$ cat src/rtl/range_match_tree_ctrl.sv
// Iterative range classifier: binary-searches a sorted boundary table one tree
// level per cycle through a single shared compare element.

module range_match_tree_pe #(
  parameter int DATA_W = 8
) (
  input  logic [DATA_W-1:0] in_i,
  input  logic [DATA_W-1:0] target_i,
  output logic              gtet_o
);

  assign gtet_o = (in_i >= target_i);

endmodule

module range_match_tree_ctrl #(
  parameter int DATA_W = 8,
  parameter int DEPTH  = 3
) (
  input  logic              clk,
  input  logic              reset,
  input  logic              cfg_we,
  input  logic [DEPTH-1:0]  cfg_addr,
  input  logic [DATA_W-1:0] cfg_data,
  input  logic              in_valid,
  output logic              in_ready,
  input  logic [DATA_W-1:0] in_key,
  output logic              out_valid,
  input  logic              out_ready,
  output logic [DEPTH:0]    out_range,
  output logic              busy
);

  localparam int NB    = (1 << DEPTH) - 1;
  localparam int LVL_W = $clog2(DEPTH + 1);

  typedef enum logic [1:0] {IDLE, SEARCH, DONE} state_e;

  state_e              state_q, state_d;
  logic [DATA_W-1:0]   key_q, key_d;
  logic [DEPTH:0]      pos_q, pos_d;
  logic [LVL_W-1:0]    level_q, level_d;
  logic [DATA_W-1:0]   bound_q [NB];

  logic [DEPTH-1:0]    step;
  logic [DEPTH-1:0]    probe;
  logic [DATA_W-1:0]   target;
  logic                gtet;
  logic                accept;
  logic                cfg_wr;
  logic                last_lvl;

  assign accept   = (state_q == IDLE) && in_valid;
  assign cfg_wr   = cfg_we && (state_q == IDLE) && (cfg_addr != DEPTH'(NB));
  assign last_lvl = (level_q == '0);
  assign step     = DEPTH'(1) << level_q;
  assign probe    = pos_q[DEPTH-1:0] + step - DEPTH'(1);

  // Probe index NB is never reached while searching; guard it so idle reads stay defined.
  always_comb begin
    target = '0;
    if (probe != DEPTH'(NB)) begin
      target = bound_q[probe];
    end
  end

  range_match_tree_pe #(
    .DATA_W (DATA_W)
  ) u_pe (
    .in_i     (key_q),
    .target_i (target),
    .gtet_o   (gtet)
  );

  always_ff @(posedge clk or posedge reset) begin
    if (reset) begin
      state_q <= IDLE;
    end else begin
      state_q <= state_d;
    end
  end

  always_comb begin
    state_d = state_q;
    case (state_q)
      IDLE:    if (accept) state_d = SEARCH;
      SEARCH:  if (last_lvl) state_d = DONE;
      DONE:    if (out_ready) state_d = IDLE;
      default: state_d = IDLE;
    endcase
  end

  always_comb begin
    in_ready  = (state_q == IDLE);
    out_valid = (state_q == DONE);
    busy      = (state_q != IDLE);
    out_range = pos_q;
  end

  // Search datapath: pos accumulates the lower bound of the interval still in play.
  always_comb begin
    key_d   = key_q;
    pos_d   = pos_q;
    level_d = level_q;
    if (accept) begin
      key_d   = in_key;
      pos_d   = '0;
      level_d = LVL_W'(DEPTH - 1);
    end else if (state_q == SEARCH) begin
      if (gtet) begin
        pos_d = pos_q + {1'b0, step};
      end
      if (!last_lvl) begin
        level_d = level_q - LVL_W'(1);
      end
    end
  end

  always_ff @(posedge clk or posedge reset) begin
    if (reset) begin
      key_q   <= '0;
      pos_q   <= '0;
      level_q <= '0;
    end else begin
      key_q   <= key_d;
      pos_q   <= pos_d;
      level_q <= level_d;
    end
  end

  // Table writes land only while idle, so an in-flight search sees a frozen table.
  always_ff @(posedge clk or posedge reset) begin
    if (reset) begin
      for (int i = 0; i < NB; i++) begin
        bound_q[i] <= '0;
      end
    end else if (cfg_wr) begin
      bound_q[cfg_addr] <= cfg_data;
    end
  end

endmodule

$ cat config.mk
export PLATFORM = sky130hd
export DESIGN_NAME = range_match_tree_ctrl
export DESIGN_NICKNAME = d
export VERILOG_FILES = /design/src/rtl/range_match_tree_ctrl.sv
export SDC_FILE = /design/constraint.sdc
export NUM_CORES = 1
export LEC_CHECK = 0
export BUFFER_PORTS_ARGS = -buffer_cell sky130_fd_sc_hd__clkbuf_2
export CELL_PAD_IN_SITES_DETAIL_PLACEMENT = 2
export CELL_PAD_IN_SITES_GLOBAL_PLACEMENT = 2
export CORE_MARGIN = 8
export CORE_UTILIZATION = 45
export DETAILED_ROUTE_END_ITERATION = 8
export HOLD_SLACK_MARGIN = 0.06
export PLACE_DENSITY = 0.91
export SETUP_SLACK_MARGIN = 0.1
export SYNTH_ARGS = -nofsm -noshare
export SYNTH_HDL_FRONTEND = slang
export SYNTH_SLANG_ARGS = --single-unit
$ cat constraint.sdc
create_clock -name clk -period 5.36 [get_ports clk]
set_clock_uncertainty 0.1 [all_clocks]
set_input_delay 0.268 -clock clk [delete_from_list [all_inputs] [get_ports clk]]
set_output_delay 0.268 -clock clk [all_outputs]
set_load 0.03 [all_outputs]
==> results of run 1 <==
worst max-delay path: stages (launching register included):
cell      delay [ns]
dfrtp_1         0.42
inv_1           0.11
ha_1            0.19
inv_1           0.08
ha_1            0.29
inv_1           0.04
ha_1            0.63
nor2_1          0.72
a22oi_1         0.24
o21ai_0         0.28
ha_1            0.28
and3_1          0.15
o21ai_0         0.18
a31oi_1         0.15
o21bai_2        0.23
mux2_2          0.37
through the flow:
stage               hold WS [ns]  utilization  area (um2)  worst slack (ns)
floorplan                 0.2504            -        3642             1.717
finish                   0.06990       0.5270        4222            0.7767
global route              0.1328       0.5270        4222            0.5275
global placement          0.3672       0.4861        3894             1.271
detailed placement        0.3826       0.4861        3894            0.9987
CTS                      0.09567       0.5270        4222            0.8278
Yosys cell counts (all sizes together):
cell	number
mux2	73
dfrtp	72
ha	17
inv	14
a21oi	13
nor2	12
nand2	10
a22oi	8
mux4	8
buf	7
o21ai	6
nand4	4
mux2i	3
nor2b	3
and3	2
xnor2	2
xor2	2
a31oi	1
and2b	1
fa	1
nand2b	1
nand3	1
o211ai	1
o21bai	1
o2bb2ai	1
o311ai	1
flip-flops by register name, summed over array words and instances, names as in the netlist:
name,cells
out_range,4
level_q,2
bound_q,56
key_q,8
state_q,2
metal layers:
layer | track usage | up-vias | wire length, um
li1 | - | 1051 | -
met1 | 0.2323 | 1236 | 4286
met3 | 0.04537 | 21 | 309
met2 | 0.3351 | 41 | 5263
met5 | 0 | - | 0
met4 | 0.09950 | 0 | 297
worst paths after layout:
| check | startpoint | end | slack, ns | cells past startpoint |
|---|---|---|---|---|
| min in group clk | cfg_data[6] | bound_q[6]$_DFFE_PP0P_ | 0.14 | 2 |
| max in group asynchronous | reset | bound_q[10]$_DFFE_PP0P_ | 4.51 | 3 |
| min reg2reg | out_range[3]$_DFFE_PP0P_ | out_range[3]$_DFFE_PP0P_ | 0.39 | 1 |
| max | level_q[1]$_DFFE_PP0P_ | out_range[0]$_DFFE_PP0P_ | 0.78 | 15 |
| min | reset | key_q[5]$_DFFE_PP0P_ | 0.07 | 3 |
| max reg2reg | level_q[1]$_DFFE_PP0P_ | out_range[0]$_DFFE_PP0P_ | 0.78 | 15 |
cell families (layout without fill, tap and decap cells):
kind of cell | count (synthesis) | count (layout)
AO/OA/AOI/OAI | 32 | 32
buffers and inverters | 21 | 73
XOR/XNOR | 4 | 4
flip-flops | 72 | 72
AND/OR/NAND/NOR | 34 | 34
adder cells (fa/ha/maj) | 18 | 18
multiplexers | 84 | 84
placed cells by master (no fill, tap or decap), drive strengths merged, types with 3 or more instances in the layout:
cell type,synthesis,layout
buf,7,3
mux2,73,73
mux4,8,8
nand4,4,4
inv,14,16
ha,17,17
a21oi,13,13
o21ai,6,6
nor2b,3,3
clkbuf,0,39
mux2i,3,3
a22oi,8,8
dfrtp,72,72
dlygate4sd3,0,10
nor2,12,12
nand2,10,10
what timing repair did:
| item | CTS | global route |
|---|---|---|
| endpoints found under the hold margin | 10 | 0 |
| buffers inserted | 0 | 0 |
| hold buffers | 10 | 0 |
final cells by class:
cell class	instances	area share
clock inverters	7	0.02460
multi-input cells	172	0.4111
flip-flops and latches	72	0.4268
well taps	105	0.03112
repair buffers	43	0.06461
clock buffers	9	0.02934
inverters	14	0.01245
==> results.md, run 1 <==
* Status: finished, final reports clean
* Antenna-violating nets left at 0
* Largest family of logic cells by synthesized area: multiplexers
* CP Max Fanout at 17
* Row cnt at 33
* Area share of the largest cell type after synthesis at 0.4947
* Num Clock Sinks at 72
* Seq cells post-synth at 72
* CTS max path bufs at 2
* Data arrival, critical path at 4.73 ns
* Starting Density at 0.4547
* Placed insts at 396
* Worst setup SP type: register
* Post-synthesis cell count at 265
* Root buffer cell: clkbuf_8
* Worst Path Required at 5.51 ns
* XOR/XNOR Fraction of Synth Area at 0.009619
* Routed vias/inst at 5.566
* Placer Congestion at 0.7369
* Final min period at 4.583 ns
* Total GRT Usage at 0.1983
* Setup TNS at 0 ns
* Sequential area share after synthesis at 0.4947
* Htree depth at 3
* Vias post-DR at 2349
* Synth area leaders: dfrtp_1 (49%), mux2_2 (20%), ha_1 (5.8%)
* Sequential cell area at 0.001802 mm2
* Die ar. at 0.01123 mm2
* Wirelength per Cell at 24.07 um
* Vias in the first global route at 2872
* Final period utilization at 0.8551
* Initial antenna violation count at 0
* Non-Filler Instances at 422
* Critical path class: reg -> reg
* Leading area contributor after synthesis: dfrtp_1
* DRC Markers at 0
* DPL Wire Length at 6849 um
* Final Hold Vio Count at 0
* Mapped cell area at 0.003642 mm2
* Mapped Nets at 307
* Crit. End Element: register
* Post-CTS Resized at 0
* Compound-Gate Fraction of Synth Area at 0.05428
* Adder-cell share of the synthesized area at 0.06390
* Multi-input gate area at 0.001735 mm2
* Slew margin rel. at 0.3958
* Drt pass-1 iters at 4
* CTS tree: built
* PortBufs at 30
* Max Freq at 0.2182 GHz
* Vert. Die Dim at 106.0 um
* Die width at 106.0 um
* IO Pins at 31
* Largest net degree at the start of global routing at 73
* FILL cells at 777
* Core area at 0.008010 mm2
* Fin. max-slew vios at 0
* Syn. warnings at 0
* Nets@finish at 354
* Clock latency on the worst-skew pair at 0.36 ns
* Unique masters post-synth at 33
* First-pass GRT wire length at 16790 um
* RSZ-0062 raised after global routing: false
* Post-synthesis mux area share at 0.2917
* First-iteration detailed-routing DRC count at 98
* Final setup fails at 0
* Num CTS Buffers at 9
* Syn_area_per_cell at 13.74 um2
* Simple-gate share of the synthesized area at 0.05703
* Total wire length at 10160 um
* Total global routing overflow at 0
* Fraction of layout cells with a size suffix above 1 at 0.4511
* P&R area growth vs syn at 15.91%
* Max Cap Viol at 0
* Worst-Margin Slew at 0.9063 ns
* Worst-path clk slew at 0.08 ns
* ANT cells at 0
* Worst min path class: in -> async
Power of run 1 is not shown: default switching activity piles up to over one toggle a cycle in this logic, so the estimate is an artifact.
==> run 2: changes to the inputs <==
Settings changed: CTS_CLUSTER_DIAMETER set to 200, SYNTH_HIERARCHICAL set to 1.
==> results.md, run 2 <==
* Status: finished, final reports clean
* IO Pins at 31 (unchanged)
* Final min period at 4.545 ns (-0.03873 ns)
* Num CTS Buffers at 9 (unchanged)
* Root buffer cell: clkbuf_8
* Nets@finish at 356 (+0.56%)
* Worst-path clk slew at 0.07 ns (about the same)
* Max Freq at 0.2200 GHz (+0.85%)
* P_leak at 1.951 nW
* Final period utilization at 0.8479 (-0.007226)
* Placed Instance Area at 0.003971 mm2 (+2.0%)
* Routed vias/inst at 5.626 (+1.1%)
* Fraction of layout cells with a size suffix above 1 at 0.4340 (-0.01714)
* First-iteration detailed-routing DRC count at 77 (-21%)
* Wirelength per Cell at 23.30 um (-3.2%)
* Dpl ws at 0.8579 ns (-0.1408 ns)
* Max incr delay on CP at 0.74 ns (+0.02 ns)
* Worst Path Required at 5.50 ns (about the same)
* CP cell instances: inv_1, ha_1, inv_1, ha_1, inv_1, ha_1, and2_0, o2bb2ai_1, mux2_2, inv_1, ha_1, and3_2, a221oi_2, o21ai_1, nor2b_1, a22o_1, a22o_1
* Synth Flop Type: dfrtp_1
* P&R area growth vs syn at 15.39%
* Total GRT Usage at 0.1890 (-0.009390)
* Antenna-violating nets left at 0 (unchanged)
* Slew margin rel. at 0.3803 (-0.01544)
* Mapped cell area at 0.003700 mm2 (+1.6%)
* Crit. End Element: register
* Total wire length at 9855 um (-3.0%)
* CTS max path bufs at 2 (unchanged)
* CP Max Fanout at 17 (unchanged)
* Slowest-stage cell, CP: ha_1
* Design area at 0.004269 mm2 (+1.1%)
* Ys async rst share at 1.000 (unchanged)
* Sequential area share after synthesis at 0.4870 (-0.007695)
* Worst path buffer plus inverter count at 4 (+1)
* Worst setup SP type: register
* Post-synthesis cell count at 269 (+1.5%)
* Initial antenna violation count at 0 (unchanged)
* Area share of the largest cell type after synthesis at 0.4870 (-0.007695)
* Clock latency on the worst-skew pair at 0.35 ns (about the same)
* Starting Density at 0.4572 (+0.002472)
* Final setup fails at 0 (unchanged)
* Critical path class: reg -> reg
* Fin. max-slew vios at 0 (unchanged)
* Worst min path class: in -> async
* Commonest cells after routing, fill and taps aside: mux2_2 (72), dfrtp_1 (72), clkbuf_2 (30)
* Vias post-DR at 2380 (+1.3%)
* Seq cells post-synth at 72 (unchanged)
* Worst-Margin Slew at 0.9295 ns (+0.02317 ns)
* Maximum vdd ir drop at 0.2338 mV
* Setup TNS at 0 ns (unchanged)
* Die ar. at 0.01138 mm2 (+1.3%)
* DPL Wire Length at 7056 um (+3.0%)
* Syn. warnings at 6 (+6)
* Max Cap Viol at 0 (unchanged)
* Synth area leaders: dfrtp_1 (49%), mux2_2 (22%), ha_1 (5.7%)
* First-pass GRT wire length at 16260 um (-3.2%)
* Largest net degree at the start of global routing at 73 (unchanged)
* Critical path's top delay family: adder cells
* Pwr Density at 767.2 mW/mm2
* Htree depth at 3 (unchanged)
* FILL cells at 802 (+3.2%)
* Placer Congestion at 0.7540 (+2.3%)
* DRC Markers at 0 (unchanged)
* Num Clock Sinks at 72 (unchanged)
* Post-CTS setup buffer count at 0 (unchanged)
* ANT cells at 0 (unchanged)
* Vias in the first global route at 2838 (-1.2%)
* Mapped Nets at 311 (+1.3%)
* Core area at 0.008093 mm2 (+1.0%)
* Syn_area_per_cell at 13.75 um2 (about the same)
* Post-synth EDFFs at 0 (unchanged)
* Drt pass-1 iters at 4 (unchanged)
* Final Hold Vio Count at 0 (unchanged)
* RSZ-0062 raised after global routing: false
* Leading area contributor after synthesis: dfrtp_1
* Total global routing overflow at 0 (unchanged)
* Most frequent cells after synthesis: dfrtp_1 (72), mux2_2 (72), inv_1 (21)
* Die width at 106.7 um (+0.67%)
* Vert. Die Dim at 106.7 um (+0.67%)
* CTS tree: built
* Row cnt at 33 (unchanged)
* Max reg flops at 56 (unchanged)
* Data arrival, critical path at 4.68 ns (-0.05 ns)
* Reg with most FFs: bound_q
* Worst path setup slack after routing at 0.8154 ns (+0.03873 ns)
* Unique masters post-synth at 42 (+27%)
* PortBufs at 30 (unchanged)
run 2: worst paths after layout:
kind | start | to | slack, ns | depth (start not counted)
min in group clk | cfg_data[4] | bound_q[28]$_DFFE_PP0P_ | 0.15 | 2
hold reg to reg | bound_q[49]$_DFFE_PP0P_ | bound_q[49]$_DFFE_PP0P_ | 0.41 | 1
hold / removal | reset | bound_q[9]$_DFFE_PP0P_ | 0.07 | 3
max in group asynchronous | reset | bound_q[39]$_DFFE_PP0P_ | 4.47 | 3
setup / recovery | level_q[1]$_DFFE_PP0P_ | out_range[0]$_DFFE_PP0P_ | 0.82 | 17
setup reg to reg | level_q[1]$_DFFE_PP0P_ | out_range[0]$_DFFE_PP0P_ | 0.82 | 17
run 2: logic make-up (layout without fill, tap and decap cells):
kind of cell    count (synthesis)  count (layout)  synth area share
compound gates                 27              27           0.05648
xor+xnor                        3               3          0.007103
fa+ha+maj                      18              18           0.06290
buf+inv                        30              79           0.03213
flops                          72              72            0.4870
mux                            90              90            0.2949
simple gates                   29              29           0.05952
run 2: repair_timing:
| item | in CTS | in global routing |
|---|---|---|
| endpoints found under the hold margin | 9 | 0 |
| hold buffers | 9 | 0 |
| resized for setup | 0 | 0 |
run 2: metrics by stage:
stage	total power [mW]	hold slack, ns	utilization	instances
global route	3.504	0.1444	0.5275	423
CTS	3.321	0.1137	0.5275	423
global placement	2.587	0.3607	0.4907	399
floorplan	2.244	0.2756	-	269
finish	3.275	0.07179	0.5275	423
detailed placement	2.789	0.3932	0.4907	399
run 2: worst reg2reg max path: cells and delay by family, from the launching register on:
family / cells / cell delay (ns)
AO/OA/AOI/OAI: 5 / 0.91
flip-flops: 1 / 0.41
buffers and inverters: 4 / 0.30
multiplexers: 1 / 0.21
adder cells (fa/ha/maj): 4 / 1.58
AND/OR/NAND/NOR: 3 / 0.93
run 2: report_power, final:
group | switching, mW | total [mW] | internal [mW] | leakage, nW
sequential | 0.194 | 1.00 | 0.806 | 0.890
combinational | 0.908 | 1.81 | 0.901 | 0.952
clock | 0.207 | 0.466 | 0.259 | 0.109
run 2: layout make-up:
type | instances | area (um2) | area share
clock buffer | 9 | 123.9 | 0.02902
clock inverter | 6 | 83.83 | 0.01964
inverter | 21 | 78.83 | 0.01846
multi-input combinational | 167 | 1779 | 0.4168
sequential | 72 | 1802 | 0.4220
tap | 105 | 131.4 | 0.03077
timing repair buffer | 43 | 270.3 | 0.06331
run 2: layer usage:
metal | vias up | global-route usage | share of wire
met5 | - | 0 | 0
met4 | 0 | 0.07437 | 0.025
met3 | 18 | 0.04319 | 0.025
met2 | 40 | 0.3379 | 0.54
met1 | 1251 | 0.2129 | 0.41
li1 | 1071 | - | -
(Power assumes the default switching activity.)
